--- config.mk ---
export PLATFORM = sky130hd
export DESIGN_NAME = pipe_addsub_seg
export DESIGN_NICKNAME = d
export VERILOG_FILES = /design/src/rtl/pipe_addsub_seg.sv
export SDC_FILE = /design/constraint.sdc
export NUM_CORES = 1
export LEC_CHECK = 0
export CAP_MARGIN = 20
export CORE_MARGIN = 2
export CORE_UTILIZATION = 45
export CTS_CLUSTER_DIAMETER = 50
export CTS_CLUSTER_SIZE = 20
export DETAILED_ROUTE_END_ITERATION = 8
export GPL_TIMING_DRIVEN = 1
export PLACE_DENSITY = 0.67
export SYNTH_ARGS = -nofsm -noshare
export SYNTH_HDL_FRONTEND = slang
export SYNTH_SLANG_ARGS = --single-unit
--- constraint.sdc ---
create_clock -name clk -period 3.2 [get_ports clk]
set_clock_uncertainty 0.2 [all_clocks]
set_input_delay 0.64 -clock clk [delete_from_list [all_inputs] [get_ports clk]]
set_output_delay 0.64 -clock clk [all_outputs]
set_load 0.005 [all_outputs]
--- src/rtl/pipe_addsub_seg.sv ---
// Pipelined adder/subtractor: the WIDTH-bit carry chain is cut into NSEG segments
// of SEG bits, one segment per stage, with operands skewed and results deskewed.
module pipe_addsub_seg #(
   parameter int WIDTH = 32,
   parameter int SEG   = 8
) (
   input  logic             clk,
   input  logic             rst,
   input  logic             en,
   input  logic             in_valid,
   input  logic             sub,
   input  logic             cin,
   input  logic [WIDTH-1:0] a,
   input  logic [WIDTH-1:0] b,
   output logic             out_valid,
   output logic [WIDTH-1:0] sum,
   output logic             cout,
   output logic             ovf
);

   localparam int NSEG = WIDTH / SEG;

   // Handshake: an operation is accepted on a rising edge with en=1 and in_valid=1
   // (rst=0); its result is presented exactly NSEG enabled edges later with
   // out_valid=1 for one enabled cycle. en=0 freezes every register.
   for (genvar k = 0; k < NSEG; k++) begin : g_stage
      localparam int IW = WIDTH - k * SEG;  // operand bits not yet consumed
      localparam int RW = (k + 1) * SEG;    // result bits produced so far

      logic          v_in;
      logic          c_in;
      logic [IW-1:0] a_in;
      logic [IW-1:0] b_in;
      logic [SEG:0]  seg_s;
      logic [RW-1:0] r_d;
      logic          v_q;
      logic          c_q;
      logic [RW-1:0] r_q;

      assign seg_s = {1'b0, a_in[SEG-1:0]} + {1'b0, b_in[SEG-1:0]}
                   + {{SEG{1'b0}}, c_in};

      if (k == 0) begin : g_in
         // Subtraction is a + ~b + ~borrow_in.
         assign v_in = in_valid;
         assign c_in = sub ^ cin;
         assign a_in = a;
         assign b_in = sub ? ~b : b;
         assign r_d  = seg_s[SEG-1:0];
      end else begin : g_in
         assign v_in = g_stage[k-1].v_q;
         assign c_in = g_stage[k-1].c_q;
         assign a_in = g_stage[k-1].g_fwd.a_q;
         assign b_in = g_stage[k-1].g_fwd.b_q;
         assign r_d  = {seg_s[SEG-1:0], g_stage[k-1].r_q};
      end

      // Data registers only move with a valid operation, so the final stage
      // naturally holds the last result across bubbles.
      always_ff @(posedge clk) begin
         if (rst) begin
            v_q <= 1'b0;
            c_q <= 1'b0;
            r_q <= '0;
         end else if (en) begin
            v_q <= v_in;
            if (v_in) begin
               c_q <= seg_s[SEG];
               r_q <= r_d;
            end
         end
      end

      if (k < NSEG - 1) begin : g_fwd
         // Unconsumed upper segments travel with the operation.
         logic [IW-SEG-1:0] a_q;
         logic [IW-SEG-1:0] b_q;

         always_ff @(posedge clk) begin
            if (rst) begin
               a_q <= '0;
               b_q <= '0;
            end else if (en && v_in) begin
               a_q <= a_in[IW-1:SEG];
               b_q <= b_in[IW-1:SEG];
            end
         end
      end else begin : g_last
         logic ovf_q;

         // Carry into the MSB is recovered from the MSB sum bit and its operands.
         always_ff @(posedge clk) begin
            if (rst) begin
               ovf_q <= 1'b0;
            end else if (en && v_in) begin
               ovf_q <= a_in[SEG-1] ^ b_in[SEG-1] ^ seg_s[SEG-1] ^ seg_s[SEG];
            end
         end
      end
   end

   assign out_valid = g_stage[NSEG-1].v_q;
   assign sum       = g_stage[NSEG-1].r_q;
   assign cout      = g_stage[NSEG-1].c_q;
   assign ovf       = g_stage[NSEG-1].g_last.ovf_q;

endmodule

==> results by group, run 1 <==
Run status
  • Outcome: finished, final reports clean

Critical path
  • WP depth: 10
  • Worst EP required: 3.34 ns
  • Crit-path max FO: 3
  • RR Endpoint: ovf$_SDFFE_PP0P_
  • CP endpoint kind: flip-flop
  • CP dominant cell by count: fa_1
  • CP startpoint kind: primary input
  • Worst path slowest cell: clkdlybuf4s50_1
  • Crit path launch: cin
  • Crit path cell chain: clkdlybuf4s50_1, xor2_1, fa_1, inv_1, fa_1, nor2b_1, o21bai_1, a21oi_1, o21ai_0, a211oi_1
  • R2R depth: 7
  • Max incr delay on CP: 0.48 ns
  • Arr. time, crit path: 2.77 ns
  • R2R Setup Slk: 0.60 ns
  • Reg2reg start: g_stage[2].c_q$_SDFFE_PP0P_
  • Critical path type: primary input to flip-flop
  • CP delay by family, top: adder cells
  • Worst Setup EP: g_stage[0].c_q$_SDFFE_PP0P_
  • Worst path bufs/invs: 2

Clock network
  • Cts hold-fix bufs: 0
  • Clock buffer depth: 2
  • CTS root buf: clkbuf_16
  • Clk pin slew, worst setup/hold paths: 0.07 ns
  • Setup Buffers After CTS: 0
  • Clk_lat worst skew: 0.43 ns
  • H-tree depth: 4
  • Clk sinks: 185
  • CTS tree: done
  • Post_cts resized: 0
  • Cts bufs inserted: 17

GRT
  • Initial antenna violation count: 0
  • Vias in the first global route: 5771
  • Tot GR Track Use: 19.06%
  • Largest net degree at the start of global routing: 85
  • First-pass GRT wire length: 28170 µm
  • GRT overflow: 0

Floorplan
  • Num rows: 48
  • Die width: 136.2 µm
  • Die Ht: 136.2 µm
  • Die ar.: 18550 µm²
  • CORE AREA: 17180 µm²
  • I/O Pins: 105
  • Initial Util: 45.78%

Layout
  • P&R area growth vs syn: 24.06%
  • Multi-input logic area: 3876 µm²
  • Fin nets: 1143
  • Fillcell total: 1643
  • FF/Latch Area: 3704 µm²
  • Share of layout cells above drive strength 1: 6.000%
  • ANT cells: 0

Yosys
  • EDFF count, synth: 0
  • Ranking of synthesized cells by area: dfxtp_1 (47%), nand2_1 (14%), a21oi_1 (9.8%), ha_1 (4.5%), xnor2_1 (3.5%)
  • Mapped cell area: 7864 µm²
  • FFs w/ async S/R, synth: 0%
  • Ys flop type: dfxtp_1
  • Count leader, synth: nand2_1
  • Mapped Avg Cell Area: 8.234 µm²
  • Sequential share of the synthesized area: 47.10%
  • Netlist cell types: 36
  • Syn Nets: 1061
  • Post-synth top cells: nand2_1 (283), dfxtp_1 (185), a21oi_1 (154)
  • Synth warn: 0
  • Seq cells post-synth: 185
  • Mapped Cells: 955
  • Synth top area share: 47.10%
  • Largest area contributor in the netlist: dfxtp_1

Routing
  • DR WL met3: 685 µm
  • Wire per inst: 12.92 µm
  • DR iter-0 viols: 325
  • Final wirelength: 16470 µm
  • Antenna viol nets, final: 0
  • Drt via density: 4.973
  • DRC Markers: 0
  • Max layer used: met4
  • Met2 wire len: 6980 µm
  • Total vias in the final route: 6340
  • Met1 WL: 8571 µm
  • DRT Pass-1 Iters: 5

Place
  • Detail Placement HPWL: 11620 µm
  • PortBufs: 104
  • GP Congestion: 0.8247

STA
  • Rel. slew slack: 60.59%
  • Fin. max-slew vios: 0
  • Unrepaired setup endpoints after global routing: false
  • WHS: 0.2485 ns
  • FMAX: 381.1 MHz
  • Worst-margin pin slew: 0.5911 ns
  • Final Cycle Share: 82.01%
  • Final setup viols: 0
  • Fin crit period: 2.624 ns
  • Hold Fails Final Rpt: 0
  • Final TNS setup: 0 ns

Flow run
  • Max Cap Viol: 0

Power
  • Pwr Total: 4.971 mW
  • Worst VDD drop: 0.3702 mV
  • Leak: 3.580 nW
  • Pwr Density: 509.6 nW/µm²

Worst hold path
  • Min-Delay Path Class: flip-flop to flip-flop
  • Hold Path Depth: 2
==> worst min-delay path by stage <==
stage,from,to,slack (ns)
6_report,g_stage[2].r_q[17]$_SDFFE_PP0P_,sum[17]$_SDFFE_PP0P_,0.25
5_1_grt,g_stage[0].r_q[3]$_SDFFE_PP0P_,g_stage[0].r_q[3]$_SDFFE_PP0P_,0.27
3_5_place_dp,g_stage[1].r_q[4]$_SDFFE_PP0P_,g_stage[2].r_q[4]$_SDFFE_PP0P_,0.24
3_3_place_gp,sum[28]$_SDFFE_PP0P_,sum[28]$_SDFFE_PP0P_,0.24
4_1_cts,g_stage[1].r_q[4]$_SDFFE_PP0P_,g_stage[2].r_q[4]$_SDFFE_PP0P_,0.25
2_1_floorplan,g_stage[1].r_q[15]$_SDFFE_PP0P_,g_stage[2].r_q[15]$_SDFFE_PP0P_,0.23
==> registers in the layout, indices dropped and copies added (netlist names) <==
signal / count
cout: 1
g_stage.g_fwd.a_q: 48
g_stage.c_q: 3
out_valid: 1
g_stage.v_q: 3
sum: 32
g_stage.g_fwd.b_q: 48
g_stage.r_q: 48
ovf: 1
==> power breakdown <==
| group | leakage, nW | internal [mW] | switching (mW) |
|---|---|---|---|
| combinational | 1.78 | 0.206 | 0.220 |
| clock | 0.299 | 1.26 | 0.895 |
| sequential | 1.50 | 2.36 | 0.0325 |
| total | 3.58 | 3.82 | 1.15 |
==> layout by cell type (no fill, tap or decap), drive strengths merged, types with 2 or more instances in the layout <==
cell,count
nand2,283
a211o,4
fa,8
and2,4
o21ai,12
inv,7
a31oi,4
nand3,5
bufinv,3
nand4b,5
xnor2,31
o211ai,6
nor4,2
clkbuf,19
o21bai,5
ha,28
nand3b,15
dfxtp,185
or4,5
nor2,41
clkdlybuf4s50,102
buf,28
nor3b,4
xor2,12
clkinv,8
a211oi,37
a21o,15
a21oi,154
nor3,7
nand2b,4
==> metrics by stage <==
step | instances | setup slack, ns | cell area, µm² | utilization (%)
after floorplan | 955 | 0.3059 | 7864 | -
after global placement | 1243 | 0.2044 | 9141 | 53.22
after detailed placement | 1243 | 0.1572 | 9141 | 53.22
after CTS | 1275 | 0.5954 | 9756 | 56.80
after global routing | 1275 | 0.3788 | 9756 | 56.80
final | 1275 | 0.5757 | 9756 | 56.80
==> worst min-delay path, cell delays in order (launching register included) <==
cell,delay [ns]
dfxtp_1,0.31
nand2_1,0.05
a21oi_1,0.05
==> area by class of cell <==
type,count,area share (%)
multi-input combinational,697,39.73
inverter,6,0.2309
clock buffer,19,4.540
sequential,185,37.96
tap,225,2.886
clock inverter,13,1.757
timing repair buffer,130,12.89
==> routing by layer <==
metal,track usage [%],up-vias
met5,0,-
met2,27.72,134
met4,7.176,0
met3,3.803,17
met1,27.79,2802
li1,-,3387
==> kinds of logic (layout without fill, tap and decap cells) <==
| kind of cell | after synthesis | count (layout) | share of synthesized area [%] |
|---|---|---|---|
| fa+ha+maj | 36 | 36 | 6.492 |
| flops | 185 | 185 | 47.10 |
| xor+xnor | 43 | 43 | 4.789 |
| simple gates | 377 | 377 | 20.06 |
| buf+inv | 73 | 168 | 3.628 |
| compound gates | 241 | 241 | 17.93 |
Note: power is estimated with default switching activity, not from simulation.
==> run 2: changes to the inputs <==
==> constraint.sdc (replaced) <==
create_clock -name clk -period 2.6 [get_ports clk]
set_clock_uncertainty 0.2 [all_clocks]
set_input_delay 0.52 -clock clk [delete_from_list [all_inputs] [get_ports clk]]
set_output_delay 0.52 -clock clk [all_outputs]
set_load 0.005 [all_outputs]
==> run 2 against run 1 <==
Effect of this change: worst setup slack worse by 0.46 ns; total power up 20%; cell count down 0.16%; register-to-register slack worse by 0.49 ns; die area unchanged; combinational power up 24%; non-clock buffer count up 1; core utilization down 0.051 points; sequential power up 23%; sequential share of layout area about the same; critical endpoint is now g_stage[1].c_q$_SDFFE_PP0P_; largest power group unchanged.
==> results by group, run 2 (synthesis results as in run 1) <==
Run status
  • Outcome: finished, final reports clean

Routing
  • Final wirelength: 16480 µm (about the same)
  • DRT Pass-1 Iters: 4 (-1)
  • DRC Markers: 0 (unchanged)
  • Total vias in the final route: 6413 (+1.2%)
  • Wire per inst: 12.95 µm (+0.21%)
  • Antenna viol nets, final: 0 (unchanged)
  • Drt via density: 5.038 (+1.3%)
  • DR iter-0 viols: 402 (+24%)

Clock network
  • CTS root buf: clkbuf_16
  • Setup Buffers After CTS: 0 (unchanged)
  • Clk_lat worst skew: 0.43 ns (about the same)
  • CTS tree: done
  • Clock buffer depth: 2 (unchanged)
  • Clk sinks: 185 (unchanged)
  • Clk pin slew, worst setup/hold paths: 0.06 ns (about the same)
  • H-tree depth: 4 (unchanged)
  • Cts bufs inserted: 17 (unchanged)

GRT
  • GRT overflow: 0 (unchanged)
  • Global-route track usage on met2: 27.16% (-0.56 points)
  • Initial antenna violation count: 0 (unchanged)
  • GR Util met3: 3.617% (-0.19 points)
  • Vias in the first global route: 5788 (+0.29%)
  • First-pass GRT wire length: 28080 µm (-0.32%)
  • Largest net degree at the start of global routing: 106 (+25%)
  • Met1 usage: 28.34% (+0.56 points)
  • Tot GR Track Use: 18.95% (-0.11 points)
  • Grt peak-use layer: met1

Layout
  • Largest regs: g_stage.g_fwd.a_q x48, g_stage.g_fwd.b_q x48, g_stage.r_q x48
  • Most common cell after layout, fill and taps aside: nand2_1
  • Fillcell total: 1626 (-1.0%)
  • P&R area growth vs syn: 23.95% (about the same)
  • Commonest cells after routing, fill and taps aside: nand2_1 (283), dfxtp_1 (185), a21oi_1 (154)
  • Share of layout cells above drive strength 1: 5.916% (-0.084 points)
  • Fin nets: 1144 (+0.087%)
  • ANT cells: 0 (unchanged)
  • Final Cell Area: 9747 µm² (about the same)

Critical path
  • Crit-path max FO: 2 (-1)
  • Critical path type: flip-flop to flip-flop
  • CP endpoint kind: flip-flop
  • Worst EP required: 2.68 ns (-0.66 ns)
  • Arr. time, crit path: 2.57 ns (-0.20 ns)
  • CP startpoint kind: flip-flop
  • Crit path launch: g_stage[0].c_q$_SDFFE_PP0P_
  • Reg2reg start: g_stage[0].c_q$_SDFFE_PP0P_

Place
  • Detail Placement HPWL: 11670 µm (+0.42%)
  • Placed cell areas: 9174 µm² (+0.36%)
  • Pre-CTS setup slack: -0.3237 ns (-0.4809 ns)
  • PortBufs: 104 (unchanged)
  • GP Congestion: 0.8407 (+1.9%)

Power
  • Pwr Density: 613.5 nW/µm² (+20%)
  • Worst VDD drop: 0.4941 mV (+33%)
  • Pwr Total: 5.980 mW (+20%)
  • Leak: 3.566 nW (-0.38%)

Floorplan
  • Die Ht: 136.2 µm (unchanged)
  • Die ar.: 18550 µm² (unchanged)
  • Die width: 136.2 µm (unchanged)
  • CORE AREA: 17180 µm² (unchanged)
  • Num rows: 48 (unchanged)
  • Initial Util: 45.78% (unchanged)
  • I/O Pins: 105 (unchanged)

STA
  • Final setup viols: 0 (unchanged)
  • Fin crit period: 2.489 ns
  • Hold Fails Final Rpt: 0 (unchanged)
  • FMAX: 401.8 MHz
  • Final Cycle Share: 95.73%
  • Unrepaired setup endpoints after global routing: false
  • Fin. max-slew vios: 0 (unchanged)
  • Final WS setup: 0.1111 ns (-0.4647 ns)
  • Worst-margin pin slew: 0.7522 ns (+0.1611 ns)
  • Rel. slew slack: 49.85% (-11 points)

Worst hold path
  • Min-Delay Path Class: flip-flop to flip-flop
  • Min-delay src: g_stage[1].r_q[5]$_SDFFE_PP0P_

Flow run
  • Max Cap Viol: 0 (unchanged)
run 2: final cells by class:
cell class	count	area, µm²	area share (%)
Timing Repair Buffer	131	1290	13.23
Multi-Input combinational cell	697	3881	39.82
Sequential cell	185	3704	38.00
Clock buffer	22	474.2	4.865
Clock inverter	7	93.84	0.9628
Tap cell	225	281.5	2.888
Inverter	6	22.52	0.2311
run 2: per-stage QoR:
stage,setup TNS [ns],utilization (%),hold slack [ns],std cells
after floorplan,0,-,0.2270,955
after global placement,-0.7700,53.41,0.2380,1244
after detailed placement,-0.9517,53.41,0.2424,1244
after CTS,0,56.72,0.2525,1273
after global routing,0,56.75,0.2648,1273
final,0,56.75,0.2500,1273
run 2: final timing paths:
path / end / slack (ns) / cells after the start
min: g_stage[2].r_q[5]$_SDFFE_PP0P_ / 0.25 / 2
max: g_stage[1].c_q$_SDFFE_PP0P_ / 0.11 / 7
max reg2reg: g_stage[1].c_q$_SDFFE_PP0P_ / 0.11 / 7
min reg2reg: g_stage[2].r_q[5]$_SDFFE_PP0P_ / 0.25 / 2
run 2: worst max-delay path, stage by stage (launching register included):
cell	delay [ns]
dfxtp_1	0.33
fa_1	0.48
fa_1	0.42
a21o_1	0.19
a31oi_1	0.22
o21ai_0	0.13
a211oi_1	0.29
nor3_1	0.08
run 2: power breakdown:
part / internal [mW] / total [mW] / switching [mW] / leakage [nW]
clock: 1.48 / 2.51 / 1.03 / 0.274
sequential: 2.90 / 2.94 / 0.0411 / 1.50
combinational: 0.259 / 0.530 / 0.271 / 1.79
total: 4.64 / 5.98 / 1.34 / 3.57
run 2: timing repair:
| item | in CTS | in global routing |
|---|---|---|
| resized for setup | 0 | 3 |
| hold buffers | 0 | 0 |
| setup endpoints to repair | 0 | 3 |
run 2: metal layers:
metal / part of all wire [%] / up-vias
li1: - / 3386
met1: 52 / 2879
met2: 43 / 127
met3: 3.9 / 21
met4: 1.6 / 0
met5: 0 / -
